### config.mk
export PLATFORM = sky130hd
export DESIGN_NAME = hall_sector_tracker_flat
export DESIGN_NICKNAME = d
export VERILOG_FILES = /design/src/rtl/hall_sector_tracker_if.sv /design/src/rtl/hall_sector_tracker.sv /design/src/flat_wrapper.sv
export SDC_FILE = /design/constraint.sdc
export NUM_CORES = 1
export LEC_CHECK = 0
export BUFFER_PORTS_ARGS = -buffer_cell sky130_fd_sc_hd__buf_2
export CAP_MARGIN = 20
export CORE_AREA = 2 2 181 183
export CTS_CLUSTER_DIAMETER = 50
export DETAILED_ROUTE_END_ITERATION = 10
export DIE_AREA = 0 0 183 185
export GPL_TIMING_DRIVEN = 1
export PLACE_DENSITY = 0.81
export SYNTH_ARGS = -nofsm -noshare
export SYNTH_HDL_FRONTEND = slang
export SYNTH_SLANG_ARGS = --single-unit
### constraint.sdc
create_clock -name clk -period 8.8 [get_ports clk]
set_input_delay 0.88 -clock clk [delete_from_list [all_inputs] [get_ports clk]]
set_output_delay 0.88 -clock clk [all_outputs]
set_load 0.01 [all_outputs]
### src/rtl/hall_sector_tracker_if.sv
// Hall tracker port bundle: raw hall lines in, accepted code / interpolated angle / status out.
// Master is the sensor side (drives the lines), slave is the tracker.
interface hall_sector_tracker_if;
   logic        hall_a;
   logic        hall_b;
   logic        hall_c;
   logic [31:0] hall_code;
   logic [31:0] hall_angle;
   logic        hall_valid;
   logic        edge_pulse;
   logic        hall_err;
   logic        dir;
   logic [23:0] period;
   logic        stall;

   modport master (
      output hall_a, hall_b, hall_c,
      input  hall_code, hall_angle, hall_valid, edge_pulse, hall_err, dir, period, stall
   );

   modport slave (
      input  hall_a, hall_b, hall_c,
      output hall_code, hall_angle, hall_valid, edge_pulse, hall_err, dir, period, stall
   );
endinterface

### src/rtl/hall_sector_tracker.sv
// Hall sector tracker: sync + glitch filter, direction, sector period, interpolated angle.
// Latency: 2 sync + FILT_LEN filter cycles to accept a code; step update 34 clk after an edge; no backpressure.
module hall_sector_tracker #(
   parameter int unsigned FILT_LEN   = 16,
   parameter logic [23:0] PERIOD_MAX = 24'hFFFFFF,
   parameter int unsigned FRAC       = 8
) (
   input  logic                  clk,
   input  logic                  rst_n,
   hall_sector_tracker_if.slave  bus
);
   localparam int unsigned    FW       = $clog2(FILT_LEN + 1);
   localparam int unsigned    PW       = 20 + FRAC;
   localparam logic [22:0]    FULL     = 23'd3600000;
   localparam logic [32:0]    POS_MAX  = 33'(64'd599999 << FRAC);
   localparam logic [PW-1:0]  POS_MID  = PW'(64'd300000 << FRAC);
   localparam logic [31:0]    DIVIDEND = 32'(64'd600000 << FRAC);

   typedef enum logic [1:0] {D_IDLE, D_RUN, D_LOAD} div_state_t;

   logic [2:0]    sync1, sync2, code_q, code_r;
   logic [FW-1:0] fcnt;
   logic          stable_hit, is_inv, accept, fwd, rev;
   logic [2:0]    new_idx, old_idx;
   logic [21:0]   base;
   logic [PW-1:0] pos, pos_fwd, pos_rev;
   logic [32:0]   fsum;
   logic [22:0]   angle_sum, angle_mod;
   logic [31:0]   step;
   logic          valid_r, edge_r, err_r, dir_r, stall_r, period_ok;
   logic [23:0]   pcnt, pcnt_inc, period_r;
   div_state_t    div_st;
   logic [4:0]    div_cnt;
   logic [31:0]   div_q;
   logic [23:0]   div_rem, div_d;
   logic [24:0]   div_shift;

   // Sector index in ascending-angle order; lower bound is 300000 + idx*600000.
   function automatic logic [2:0] sec_idx(input logic [2:0] c);
      case (c)
         3'd5:    sec_idx = 3'd0;
         3'd1:    sec_idx = 3'd1;
         3'd3:    sec_idx = 3'd2;
         3'd2:    sec_idx = 3'd3;
         3'd6:    sec_idx = 3'd4;
         3'd4:    sec_idx = 3'd5;
         default: sec_idx = 3'd0;
      endcase
   endfunction

   always_comb begin
      stable_hit = (sync2 == code_q) && (fcnt == FW'(FILT_LEN - 1));
      is_inv     = (sync2 == 3'd0) || (sync2 == 3'd7);
      accept     = stable_hit && !is_inv && (sync2 != code_r);
      new_idx    = sec_idx(sync2);
      old_idx    = sec_idx(code_r);
      fwd        = valid_r && (new_idx == ((old_idx == 3'd5) ? 3'd0 : old_idx + 3'd1));
      rev        = valid_r && (old_idx == ((new_idx == 3'd5) ? 3'd0 : new_idx + 3'd1));
      pcnt_inc   = (pcnt == PERIOD_MAX) ? pcnt : pcnt + 24'd1;
      fsum       = 33'(pos) + 33'(step);
      pos_fwd    = (fsum > POS_MAX) ? POS_MAX[PW-1:0] : fsum[PW-1:0];
      pos_rev    = (33'(step) > 33'(pos)) ? '0 : pos - step[PW-1:0];
      angle_sum  = 23'(base) + 23'(pos >> FRAC);
      angle_mod  = (angle_sum >= FULL) ? angle_sum - FULL : angle_sum;
      div_shift  = {div_rem, div_q[31]};
   end

   always_ff @(posedge clk or negedge rst_n) begin
      if (!rst_n) begin
         sync1  <= '0;
         sync2  <= '0;
         code_q <= '0;
         fcnt   <= '0;
      end else begin
         sync1 <= {bus.hall_c, bus.hall_b, bus.hall_a};
         sync2 <= sync1;
         if (sync2 != code_q) begin
            code_q <= sync2;
            fcnt   <= FW'(1);
         end else if (fcnt != FW'(FILT_LEN)) begin
            fcnt <= fcnt + FW'(1);
         end
      end
   end

   always_ff @(posedge clk or negedge rst_n) begin
      if (!rst_n) begin
         code_r    <= '0;
         base      <= '0;
         pos       <= '0;
         step      <= '0;
         valid_r   <= 1'b0;
         edge_r    <= 1'b0;
         err_r     <= 1'b0;
         dir_r     <= 1'b0;
         stall_r   <= 1'b0;
         period_ok <= 1'b0;
         pcnt      <= '0;
         period_r  <= '0;
         div_st    <= D_IDLE;
         div_cnt   <= '0;
         div_q     <= '0;
         div_rem   <= '0;
         div_d     <= '0;
      end else begin
         edge_r <= 1'b0;
         err_r  <= 1'b0;

         case (div_st)
            D_RUN: begin
               if (div_shift >= {1'b0, div_d}) begin
                  div_rem <= 24'(div_shift - {1'b0, div_d});
                  div_q   <= {div_q[30:0], 1'b1};
               end else begin
                  div_rem <= div_shift[23:0];
                  div_q   <= {div_q[30:0], 1'b0};
               end
               div_cnt <= div_cnt + 5'd1;
               if (div_cnt == 5'd31) div_st <= D_LOAD;
            end
            D_LOAD: begin
               step   <= div_q;
               div_st <= D_IDLE;
            end
            default: ;
         endcase

         if (valid_r && !stall_r) begin
            pos  <= dir_r ? pos_fwd : pos_rev;
            pcnt <= pcnt_inc;
            // An edge in the same cycle wins over the stall.
            if (pcnt_inc == PERIOD_MAX && !accept) begin
               stall_r   <= 1'b1;
               step      <= '0;
               period_ok <= 1'b0;
               div_st    <= D_IDLE;
            end
         end

         if (stable_hit && is_inv) err_r <= 1'b1;

         if (accept) begin
            code_r  <= sync2;
            base    <= 22'd300000 + 22'(new_idx) * 22'd600000;
            pcnt    <= '0;
            stall_r <= 1'b0;
            if (!valid_r) begin
               valid_r   <= 1'b1;
               pos       <= POS_MID;
               step      <= '0;
               period_ok <= 1'b0;
            end else begin
               edge_r <= 1'b1;
               if (fwd || rev) begin
                  dir_r <= fwd;
                  pos   <= fwd ? '0 : POS_MAX[PW-1:0];
                  if (period_ok) begin
                     period_r <= pcnt_inc;
                     div_st   <= D_RUN;
                     div_cnt  <= '0;
                     div_q    <= DIVIDEND;
                     div_rem  <= '0;
                     div_d    <= pcnt_inc;
                  end else begin
                     period_ok <= 1'b1;
                  end
               end else begin
                  err_r     <= 1'b1;
                  pos       <= POS_MID;
                  step      <= '0;
                  period_ok <= 1'b0;
                  div_st    <= D_IDLE;
               end
            end
         end
      end
   end

   assign bus.hall_code  = {29'd0, code_r};
   assign bus.hall_angle = {9'd0, angle_mod};
   assign bus.hall_valid = valid_r;
   assign bus.edge_pulse = edge_r;
   assign bus.hall_err   = err_r;
   assign bus.dir        = dir_r;
   assign bus.period     = period_r;
   assign bus.stall      = stall_r;
endmodule
### src/flat_wrapper.sv
// flat-port wrapper written by rule: the top's interface ports become plain ports
module hall_sector_tracker_flat 
#(
   parameter int unsigned FILT_LEN   = 16,
   parameter logic [23:0] PERIOD_MAX = 24'hFFFFFF,
   parameter int unsigned FRAC       = 8
)
  (clk, rst_n, bus_hall_a, bus_hall_b, bus_hall_c, bus_hall_code, bus_hall_angle, bus_hall_valid, bus_edge_pulse, bus_hall_err, bus_dir, bus_period, bus_stall);
  hall_sector_tracker_if bus_i ();
  input  logic clk;
  input  logic rst_n;
  input wire logic [$bits(bus_i.hall_a)-1:0] bus_hall_a;
  input wire logic [$bits(bus_i.hall_b)-1:0] bus_hall_b;
  input wire logic [$bits(bus_i.hall_c)-1:0] bus_hall_c;
  output wire logic [$bits(bus_i.hall_code)-1:0] bus_hall_code;
  output wire logic [$bits(bus_i.hall_angle)-1:0] bus_hall_angle;
  output wire logic [$bits(bus_i.hall_valid)-1:0] bus_hall_valid;
  output wire logic [$bits(bus_i.edge_pulse)-1:0] bus_edge_pulse;
  output wire logic [$bits(bus_i.hall_err)-1:0] bus_hall_err;
  output wire logic [$bits(bus_i.dir)-1:0] bus_dir;
  output wire logic [$bits(bus_i.period)-1:0] bus_period;
  output wire logic [$bits(bus_i.stall)-1:0] bus_stall;
  assign bus_i.hall_a = bus_hall_a;
  assign bus_i.hall_b = bus_hall_b;
  assign bus_i.hall_c = bus_hall_c;
  assign bus_hall_code = bus_i.hall_code;
  assign bus_hall_angle = bus_i.hall_angle;
  assign bus_hall_valid = bus_i.hall_valid;
  assign bus_edge_pulse = bus_i.edge_pulse;
  assign bus_hall_err = bus_i.hall_err;
  assign bus_dir = bus_i.dir;
  assign bus_period = bus_i.period;
  assign bus_stall = bus_i.stall;
  hall_sector_tracker #(.FILT_LEN(FILT_LEN), .PERIOD_MAX(PERIOD_MAX), .FRAC(FRAC)) u_core (.clk(clk), .rst_n(rst_n), .bus(bus_i));
endmodule
==> results.cfg <==
[status]
status = completed

[finish]
n_fill_cell = 2846
fin_area_mm2 = 0.0185
antennaDiodeCount = 0
layout.nets = 2228
syn2layout_area_growth_pct = 7.23
final_layout_size_suffix_gt1_frac = 0.0837
final_core_util = 0.577

[timing]
fin_skew_ns = 0.0210
setup-violations-final = 0
worst_pin_slew_ns = 1.03
min_period_over_period = 0.606
rsz0062_at_grt = false
hold_viol_final = 0
finalMaxSlewViolations = 0
fin_setup_tns_ns = 0
fmaxAchievable_mhz = 187
relSlewSlack = 0.314
fin_crit_ns = 5.33

[place]
gp_congestion = 0.956
place_area_mm2 = 0.0175
io_buffers = 59
hpwl_mm = 35.2

[cts]
cts-htree-levels = 1
worst_skew_pair.late_latency_ns = 0.55
cts_made_buffers = 28
ctsHoldBuffers = 0
cts_resized = 0
cts_tree = yes
root_buffer = clkbuf_16
clk_pin_slew_ns = 0.06
cts_buffer_depth = 3
postCtsSetupRepairBufs = 0
clkSinkCount = 209

[routing]
wire_per_inst_um = 19.2
via_per_inst = 6.20
wl_mm = 48.1
drc = 0
firstDrtPassIters = 6
initialDrtViolationCount = 1638
antenna_left = 0
routed-via-count = 15600

[setup_path]
slowest_delay_ns = 0.51
crit_type = flop to output pin
r2r-start = u_core.sync2[1]
cp.required_ns = 7.92
start_kind = flop
r2r_cells = 10
cp_max_fo = 14
critPathMostFrequentCell = o21ai_0
cp_cell_sequence = ha_1 -> o21a_1 -> o21ai_0 -> a211oi_1 -> o41ai_1 -> o21ai_0 -> xor2_1 -> a31oi_1 -> a22o_1 -> o21ba_2 -> xnor2_1 -> buf_2
worstPathArrival_ns = 4.45
r2r-end = u_core.step[29]
ff2ff_setup_slack_ns = 3.83
cp-end-kind = output pin
crit_slowest_cell = o41ai_1

[power]
total_power_mw = 2.44
p_clk_frac = 0.458
p_sw_frac = 0.293
ir_drop_uv = 135
power_density_mw_per_mm2 = 132
p_seq_frac = 0.404
internal_power_mw = 1.72
power.leakage_nw = 8.57
power.net_switching_mw = 0.715
p_comb_frac = 0.138

[floorplan]
die-area_mm2 = 0.0339
die_y_um = 185
ios = 98
core_mm2 = 0.0320
start_util = 0.538
fp-row-count = 66
die-width_um = 183

[synthesis]
synth_top_family_by_area = compound AO/OA/AOI/OAI gates
ys_warn_count = 0
ys_types = 100
ys_async_sr_fraction = 1.00
synth-simple-area-share = 0.187
synthMuxAreaShare = 0.0418
synth_edf_count = 0
ys_seq_elements = 209
synthAdderAreaFrac = 0.105
synth_compound_area_frac = 0.223
syn_inst = 2093
synthFlopType = dfrtp_1
yosys.area_share.xor_xnor = 0.0625
synth_seq_area_share = 0.303
synth_area_mm2 = 0.0172
syn_avg_cell_area_um2 = 8.24

[job]
cap_violations = 0

[min_path]
holdCritPathClass = flop to flop
holdCritStartpoint = u_core.sync1[2]
holdPathEnd = u_core.sync2[2]
hold_depth = 0

[global_route]
antenna_found_initial = 0
grt_pass1_vias = 15000
grt-ovfl-total = 0
grt_pass1_wl_mm = 78.2
grt_max_degree = 134
grt_use_total = 0.283
-- stage by stage --
stage,cells,hold WS [ns],worst slack (ns)
after CTS,2509,0.349,3.52
after global routing,2511,0.354,3.12
final,2511,0.348,3.47
after global placement,2458,0.334,3.86
after detailed placement,2458,0.335,3.64
after floorplan,2130,0.331,4.68
-- power groups by stage --
stage          Sequential, mW  Clock (mW)  Combinational [mW]
3_5_place_dp             1.00           0               0.324
4_1_cts                 0.984        1.13               0.327
5_1_grt                 0.985        1.17               0.365
3_3_place_gp             1.00           0               0.320
6_report                0.985        1.12               0.337
2_1_floorplan           0.992           0               0.243
-- metal layers --
metal | up-vias | routed length [um] | GRT usage
met3 | 144 | 4060 | 0.0570
met4 | 0 | 1970 | 0.114
met2 | 687 | 22100 | 0.467
li1 | 7260 | - | -
met5 | - | 0 | 0
met1 | 7481 | 20000 | 0.364
-- registers in the layout, summed over array words and instances, names as in the netlist --
name / cells
u_core.fcnt: 5
u_core.div_cnt: 5
u_core.code_q: 3
u_core.div_rem: 24
u_core.pcnt: 24
u_core.sync1: 3
u_core.bus.stall: 1
u_core.period_ok: 1
u_core.base: 16
u_core.div_d: 24
u_core.pos: 28
u_core.code_r: 3
u_core.sync2: 3
u_core.step: 32
u_core.bus.dir: 1
u_core.div_q: 32
u_core.div_st: 2
u_core.bus.hall_err: 1
u_core.bus.edge_pulse: 1
-- logic make-up (layout without fill, tap and decap cells) --
logic type,Yosys count,in the layout
XOR/XNOR,123,123
AO/OA/AOI/OAI,559,559
adder cells (fa/ha/maj),141,141
other,1,38
flip-flops,209,209
AND/OR/NAND/NOR,684,684
buffers and inverters,304,277
multiplexers,72,72
-- worst max-delay path: cells and delay by family, from the launching register on --
family,cells,cell delay (ns)
xor gates and xnor gates,2,0.33
DFF,1,0.43
buffers and inverters,1,0.14
AOI/OAI and AO/OA,8,2.63
adders and majority gates,1,0.37
-- Yosys cell counts (all sizes together) (10+ instances only) --
master | instances | area [um2]
buf | 69 | 468
dfrtp | 209 | 5230
o21bai | 18 | 135
and2 | 12 | 75.1
nor2b | 19 | 121
a221o | 12 | 120
nor2 | 230 | 863
nand2 | 193 | 724
a21oi | 123 | 616
xnor2 | 83 | 727
ha | 135 | 1690
xor2 | 40 | 350
nand2b | 21 | 131
a21o | 35 | 263
o311ai | 10 | 113
o211ai | 22 | 165
inv | 152 | 571
clkbuf | 82 | 308
nand4 | 20 | 125
o31ai | 16 | 170
o21ai | 146 | 734
o21a | 27 | 203
a31oi | 26 | 169
mux2i | 72 | 721
nor4 | 17 | 113
and3 | 15 | 98.8
or2 | 14 | 87.6
a211oi | 25 | 205
or3 | 20 | 125
nand3 | 43 | 215
o221ai | 13 | 120
nor3 | 49 | 284
-- cell type report --
cell class,instances,area [um2],share of cell area
Inverter,153,574,0.0311
Multi-Input combinational cell,1617,10800,0.585
Clock buffer,36,782,0.0423
Clock inverter,15,141,0.00764
Tap cell,408,510,0.0276
Sequential cell,209,5230,0.283
Timing Repair Buffer,73,430,0.0233
-- worst max-delay path by stage --
| stage | start | endpoint | slack (ns) | cells past startpoint |
|---|---|---|---|---|
| after floorplan | u_core.pos[18] | bus_hall_angle[20] | 4.68 | 12 |
| after global placement | u_core.sync2[1] | u_core.step[0] | 3.86 | 9 |
| after detailed placement | u_core.sync2[1] | u_core.step[18] | 3.64 | 9 |
| after CTS | u_core.sync2[1] | u_core.step[29] | 3.52 | 9 |
| after global routing | u_core.pos[18] | bus_hall_angle[12] | 3.12 | 12 |
| final | u_core.pos[18] | bus_hall_angle[12] | 3.47 | 12 |
-- layout by cell type, fill, tap and decap left out, types with 43 or more instances in the layout --
| cell | synthesis | layout |
|---|---|---|
| a21oi_1 | 123 | 123 |
| buf_2 | 14 | 58 |
| dfrtp_1 | 209 | 209 |
| ha_1 | 135 | 133 |
| inv_1 | 152 | 152 |
| mux2i_1 | 72 | 72 |
| nand2_1 | 193 | 192 |
| nand3_1 | 43 | 43 |
| nor2_1 | 230 | 229 |
| nor3_1 | 45 | 45 |
| o21ai_0 | 143 | 143 |
| xnor2_1 | 83 | 83 |
No activity file was read; power rests on OpenSTA's default activity.
